--- src/rtl/lif_neuron_chain.sv ---
// Chain of leaky integrate-and-fire neurons. Stage 0 integrates the external
// synaptic current; each later stage integrates either the previous stage's
// membrane potential (mode=0) or a fixed current when the previous stage
// spiked (mode=1). Every stage has a refractory countdown after it fires.
//
// Each stage is a two-state machine (INTEGRATE / REFRACTORY). The state is
// not stored separately: it is decoded from the refractory counter
// (non-zero means REFRACTORY).
//
// Handshake: there is no valid/ready pairing. en=1 advances every stage by
// one step on the rising edge. en=0 holds v, refr and spike_cnt and forces
// spike to 0, so a held pulse is never seen twice.
module lif_neuron_chain #(
  parameter int WIDTH      = 8,
  parameter int STAGES     = 5,
  parameter int LEAK_SHIFT = 1,
  parameter int REFRACT    = 2,
  parameter int W_SPIKE    = 128,
  parameter int CNT_W      = 8
) (
  input  logic              clk,
  input  logic              rst_n,
  input  logic              en,
  input  logic              mode,
  input  logic [WIDTH-1:0]  cfg_thresh,
  input  logic [WIDTH-1:0]  i_syn,
  output logic [WIDTH-1:0]  v_mem,
  output logic [STAGES-1:0] spike,
  output logic [CNT_W-1:0]  spike_cnt
);

  localparam logic [0:0]       ST_INTEGRATE = 1'b0;
  localparam logic [0:0]       ST_REFRACT   = 1'b1;
  localparam logic [7:0]       REFRACT_V    = 8'(REFRACT);
  localparam logic [WIDTH-1:0] W_SPIKE_V    = WIDTH'(W_SPIKE);
  localparam logic [WIDTH-1:0] V_SAT        = {WIDTH{1'b1}};
  localparam logic [CNT_W-1:0] CNT_MAX      = {CNT_W{1'b1}};

  logic [WIDTH-1:0]  v_q      [STAGES];
  logic [WIDTH-1:0]  v_d      [STAGES];
  logic [7:0]        refr_q   [STAGES];
  logic [7:0]        refr_d   [STAGES];
  logic [STAGES-1:0] spike_q;
  logic [STAGES-1:0] spike_d;
  logic [CNT_W-1:0]  cnt_q;
  logic [CNT_W-1:0]  cnt_d;

  logic [WIDTH-1:0]  stage_in [STAGES];
  logic [WIDTH-1:0]  leak     [STAGES];
  logic [WIDTH:0]    sum_w    [STAGES];
  logic [WIDTH-1:0]  sum_sat  [STAGES];
  logic [0:0]        stage_st [STAGES];

  // Select each stage's input from the registered state of the stage before it.
  always_comb begin
    stage_in[0] = i_syn;
    for (int k = 1; k < STAGES; k++) begin
      if (mode) begin
        stage_in[k] = spike_q[k-1] ? W_SPIKE_V : '0;
      end else begin
        stage_in[k] = v_q[k-1];
      end
    end
  end

  // Leak, saturating sum and state decode per stage.
  always_comb begin
    for (int k = 0; k < STAGES; k++) begin
      leak[k]     = v_q[k] - (v_q[k] >> LEAK_SHIFT);
      sum_w[k]    = {1'b0, leak[k]} + {1'b0, stage_in[k]};
      sum_sat[k]  = sum_w[k][WIDTH] ? V_SAT : sum_w[k][WIDTH-1:0];
      stage_st[k] = (refr_q[k] != 8'd0) ? ST_REFRACT : ST_INTEGRATE;
    end
  end

  // Per-stage next state: refractory countdown, fire or integrate.
  always_comb begin
    spike_d = '0;
    for (int k = 0; k < STAGES; k++) begin
      v_d[k]    = v_q[k];
      refr_d[k] = refr_q[k];
      if (en) begin
        case (stage_st[k])
          ST_REFRACT: begin
            v_d[k]    = '0;
            refr_d[k] = refr_q[k] - 8'd1;
          end
          default: begin
            if (sum_sat[k] >= cfg_thresh) begin
              spike_d[k] = 1'b1;
              v_d[k]     = '0;
              refr_d[k]  = REFRACT_V;
            end else begin
              v_d[k]     = sum_sat[k];
            end
          end
        endcase
      end
    end
  end

  // Count last-stage spikes, stopping at the maximum value instead of wrapping.
  always_comb begin
    cnt_d = cnt_q;
    if (spike_d[STAGES-1] && (cnt_q != CNT_MAX)) begin
      cnt_d = cnt_q + 1'b1;
    end
  end

  // State registers; reset wins over en and clears everything in one edge.
  always_ff @(posedge clk) begin
    if (!rst_n) begin
      for (int k = 0; k < STAGES; k++) begin
        v_q[k]    <= '0;
        refr_q[k] <= '0;
      end
      spike_q <= '0;
      cnt_q   <= '0;
    end else begin
      for (int k = 0; k < STAGES; k++) begin
        v_q[k]    <= v_d[k];
        refr_q[k] <= refr_d[k];
      end
      spike_q <= spike_d;
      cnt_q   <= cnt_d;
    end
  end

  assign v_mem     = v_q[STAGES-1];
  assign spike     = spike_q;
  assign spike_cnt = cnt_q;

endmodule
--- config.mk ---
export PLATFORM = sky130hd
export DESIGN_NAME = lif_neuron_chain
export DESIGN_NICKNAME = d
export VERILOG_FILES = /design/src/rtl/lif_neuron_chain.sv
export SDC_FILE = /design/constraint.sdc
export NUM_CORES = 1
export LEC_CHECK = 0
export ABC_AREA = 0
export BUFFER_PORTS_ARGS = -buffer_cell sky130_fd_sc_hd__buf_2
export CAP_MARGIN = 20
export CORE_MARGIN = 2
export CORE_UTILIZATION = 63
export CTS_BUF_LIST = sky130_fd_sc_hd__clkbuf_16
export DETAILED_ROUTE_END_ITERATION = 12
export GPL_TIMING_DRIVEN = 0
export HOLD_SLACK_MARGIN = 0.12
export PLACE_DENSITY = 0.82
export RECOVER_POWER = 100
export SLEW_MARGIN = 20
export SYNTH_ARGS = -nofsm -noshare
export SYNTH_HDL_FRONTEND = slang
export SYNTH_SLANG_ARGS = --single-unit
--- constraint.sdc ---
create_clock -name clk -period 6.4 [get_ports clk]
set_clock_uncertainty 0.2 [all_clocks]
set_input_delay 0.96 -clock clk [delete_from_list [all_inputs] [get_ports clk]]
set_output_delay 0.96 -clock clk [all_outputs]
set_load 0.01 [all_outputs]
==> flow_results.xml <==
<?xml version="1.0" encoding="UTF-8"?>
<metrics>
  <group name="sta">
    <metric name="slew_headroom" unit="">0.215</metric>
    <metric name="final-setup-viol-count" unit="">0</metric>
    <metric name="final.min_clock_period" unit="ns">6.06</metric>
    <metric name="worst_pin_slew" unit="ns">1.17</metric>
    <metric name="final_min_period_over_clock_period" unit="">0.947</metric>
    <metric name="setup_repair_after_global_routing_missed_its_margin" unit="">no</metric>
    <metric name="final-hold-violation-count" unit="">0</metric>
    <metric name="fmaxAchievable" unit="GHz">0.165</metric>
    <metric name="report.final.slew_viol_count" unit="">0</metric>
    <metric name="final.setup.tns" unit="ns">0</metric>
  </group>
  <group name="worst_setup_path">
    <metric name="critical_path_required" unit="ns">6.48</metric>
    <metric name="cp_data_arrival_time" unit="ns">6.14</metric>
    <metric name="end_kind" unit="">flop</metric>
    <metric name="crit_start" unit="">mode</metric>
    <metric name="crit_fanout" unit="">10</metric>
    <metric name="criticalPathCategory" unit="">input pin to flop</metric>
    <metric name="worst_setup_path_start_kind" unit="">input pin</metric>
    <metric name="r2r_start" unit="">v_q[0][8]</metric>
    <metric name="reg2reg_setup_slack" unit="ns">0.57</metric>
  </group>
  <group name="synth">
    <metric name="synth_async_sr_flop_share" unit="">0</metric>
    <metric name="seq_area_frac_synth" unit="">0.220</metric>
    <metric name="synthesis.area" unit="µm²">8450</metric>
    <metric name="ys_seq_elements" unit="">93</metric>
    <metric name="syn_avg_cell_area" unit="µm²">7.91</metric>
    <metric name="number_of_flops_mapped_to_enable_cells_by_yosys" unit="">0</metric>
    <metric name="postSynthCellCount" unit="">1069</metric>
    <metric name="yosysUniqueCellTypes" unit="">72</metric>
    <metric name="synth_nets" unit="">1220</metric>
    <metric name="yosysWarningCount" unit="">0</metric>
    <metric name="dominantRegCellSynth" unit="">dfxtp_1</metric>
  </group>
  <group name="final_layout">
    <metric name="area_delta_synth_final" unit="%">7.93</metric>
    <metric name="antenna-diode-count" unit="">0</metric>
    <metric name="postLayoutCellArea" unit="µm²">9120</metric>
    <metric name="finalNetCount" unit="">1270</metric>
    <metric name="drive_above_1_share" unit="">0.0641</metric>
  </group>
  <group name="floorplanning">
    <metric name="rows" unit="">42</metric>
    <metric name="die_h" unit="µm">120</metric>
    <metric name="core_region_area" unit="µm²">13200</metric>
    <metric name="boundaryPins" unit="">41</metric>
    <metric name="initial_core_util" unit="">0.641</metric>
    <metric name="die-area" unit="µm²">14400</metric>
    <metric name="die_width" unit="µm">120</metric>
  </group>
  <group name="clock_network">
    <metric name="clk_root_buffer_cell" unit="">clkbuf_16</metric>
    <metric name="cts-buffers-inserted" unit="">9</metric>
    <metric name="cts_max_level" unit="">3</metric>
    <metric name="worstSkewPairLatency" unit="ns">0.35</metric>
    <metric name="cts.repair_timing.setup_buffer_count" unit="">0</metric>
    <metric name="cts.reportedPaths.clkPinSlew" unit="ns">0.07</metric>
    <metric name="numClockSinks" unit="">93</metric>
    <metric name="cts_buffer_depth" unit="">2</metric>
    <metric name="post_cts_hold_buffer_count" unit="">0</metric>
    <metric name="clock_tree_from_tritoncts" unit="">yes</metric>
  </group>
  <group name="pwr">
    <metric name="clock_power_share" unit="">0.097</metric>
    <metric name="powerDensity" unit="nW/µm²">601</metric>
    <metric name="leakage" unit="nW">4.18</metric>
    <metric name="swShare" unit="">0.494</metric>
    <metric name="vdd.ir_drop.worst" unit="mV">0.435</metric>
    <metric name="power.internal" unit="W">0.00277</metric>
    <metric name="power.share.combinational" unit="">0.746</metric>
    <metric name="pwr-share-seq" unit="">0.157</metric>
    <metric name="psw" unit="W">0.00270</metric>
  </group>
  <group name="placed_design">
    <metric name="placedInstanceArea" unit="µm²">8870</metric>
    <metric name="finalWeightedCongestion" unit="">0.900</metric>
    <metric name="post-dp-hpwl" unit="mm">15.7</metric>
    <metric name="buffer_ports.inserted" unit="">39</metric>
  </group>
  <group name="drt">
    <metric name="drt_pre_antenna_iters" unit="">6</metric>
    <metric name="post_drt_via_cell_ratio" unit="">6.05</metric>
    <metric name="drt-initial-drc-count" unit="">630</metric>
    <metric name="vias" unit="">7866</metric>
    <metric name="wire_per_inst" unit="µm">15.5</metric>
    <metric name="finalWirelength" unit="mm">20.1</metric>
    <metric name="route.antenna.remaining_nets" unit="">0</metric>
    <metric name="drcViolationCount" unit="">0</metric>
  </group>
  <group name="hold_path">
    <metric name="hold_path_class" unit="">flop to flop</metric>
    <metric name="min-delay-start" unit="">v_q[0][24]</metric>
  </group>
  <group name="global_routing">
    <metric name="grt_start_max_net_pins" unit="">16</metric>
    <metric name="antenna_found_initial" unit="">0</metric>
    <metric name="vias_in_the_first_global_route" unit="">7304</metric>
    <metric name="grt_overflow" unit="">0</metric>
    <metric name="track_usage" unit="">0.290</metric>
    <metric name="grt_first_pass_wirelength" unit="mm">34.5</metric>
  </group>
  <group name="job">
    <metric name="drv.max_cap_violation_count" unit="">0</metric>
  </group>
  <group name="status">
    <metric name="outcome" unit="">finished clean</metric>
  </group>
</metrics>
[logic make-up after synthesis]
family	share of synthesized area
adder cells (fa/ha/maj)	0.203
multiplexers	0.0215
buffers and inverters	0.0600
AND/OR/NAND/NOR	0.242
AO/OA/AOI/OAI	0.222
XOR/XNOR	0.0311
flip-flops	0.220
[synthesized netlist by cell type (24+ instances only)]
master | count | area share
ha_1 | 121 | 0.18
dfxtp_1 | 93 | 0.22
nand3_1 | 32 | 0.019
xnor2_1 | 28 | 0.029
nor3_1 | 43 | 0.025
inv_1 | 93 | 0.041
nor2_1 | 121 | 0.054
nand2_1 | 69 | 0.031
a22o_1 | 24 | 0.025
a21oi_1 | 59 | 0.035
a21o_1 | 24 | 0.021
o21ai_0 | 57 | 0.034
[cells in the final DEF, fill, tap and decap left out, drive strengths merged, types with 10 or more instances in the layout]
cell type  synthesis  layout
nor2             121     121
o21ai             57      57
inv               93      96
clkbuf            20      54
ha               121     121
a22o              24      24
fa                10      10
buf               11      25
mux2i             17      17
o41ai             10      10
dfxtp             93      93
xnor2             28      28
nand3             32      32
nor3              45      45
nand2b            16      16
nor2b             22      22
a21oi             59      59
a211oi            24      24
a21o              24      24
or3               22      22
nand2             70      70
[area by class of cell]
type | instances | area [µm²]
clock inverters | 7 | 66.3
plain buffers | 31 | 155
fillers | 1125 | 4070
clock buffers | 9 | 225
multi-input cells | 851 | 6070
inverters | 94 | 353
repair buffers | 39 | 174
well taps | 176 | 220
flip-flops and latches | 93 | 1860
[flip-flops by register name, summed over array words and instances (netlist names)]
signal and count:
v_q 40, refr_q 40, spike 5, spike_cnt 8
[power groups by stage]
| stage | clock network [W] | registers, W | logic, W |
|---|---|---|---|
| 5_1_grt | 0.000561 | 0.000882 | 0.00465 |
| 4_1_cts | 0.000540 | 0.000857 | 0.00407 |
| 2_1_floorplan | 0 | 0.000839 | 0.00324 |
| 6_report | 0.000533 | 0.000860 | 0.00409 |
| 3_3_place_gp | 0 | 0.000862 | 0.00390 |
| 3_5_place_dp | 0 | 0.000869 | 0.00402 |
[metal layers]
layer	share of wire	vias up	track usage
met5	0	-	0
met4	0.012	0	0.0603
met3	0.046	23	0.0504
met2	0.46	176	0.482
met1	0.48	3676	0.397
li1	-	3991	-
[stage by stage]
stage / utilization / instances / setup WS [ns] / hold slack [ns] / total power, W
floorplan: - / 1069 / 1.48 / 0.225 / 0.00408
global placement: 0.672 / 1284 / 0.245 / 0.240 / 0.00477
detailed placement: 0.672 / 1284 / 0.176 / 0.242 / 0.00489
CTS: 0.694 / 1300 / 0.497 / 0.257 / 0.00546
global route: 0.692 / 1300 / 0.142 / 0.284 / 0.00609
finish: 0.692 / 1300 / 0.339 / 0.254 / 0.00548
[repair_timing]
action,in CTS,in global routing
hold endpoints to repair,0,0
endpoints found under the setup margin,0,1
resized for setup,0,2
[final timing paths]
path,to,cells after the start
worst max-delay path,v_q[0][9],14
worst min-delay path,v_q[0][24],2
worst max register to register,v_q[0][9],18
worst min register to register,v_q[0][24],2
[worst max-delay path, cell delays in order]
cell      delay [ns]
clkbuf_1        0.42
clkbuf_1        0.40
nor2_1          0.12
ha_1            0.25
fa_1            0.42
a21oi_1         0.20
o22ai_1         0.20
o41ai_1         0.63
o21ai_0         0.37
ha_1            0.32
a2111o_1        0.42
and2_0          0.18
nor4_1          0.98
a22o_1          0.25
(Power assumes the default switching activity.)
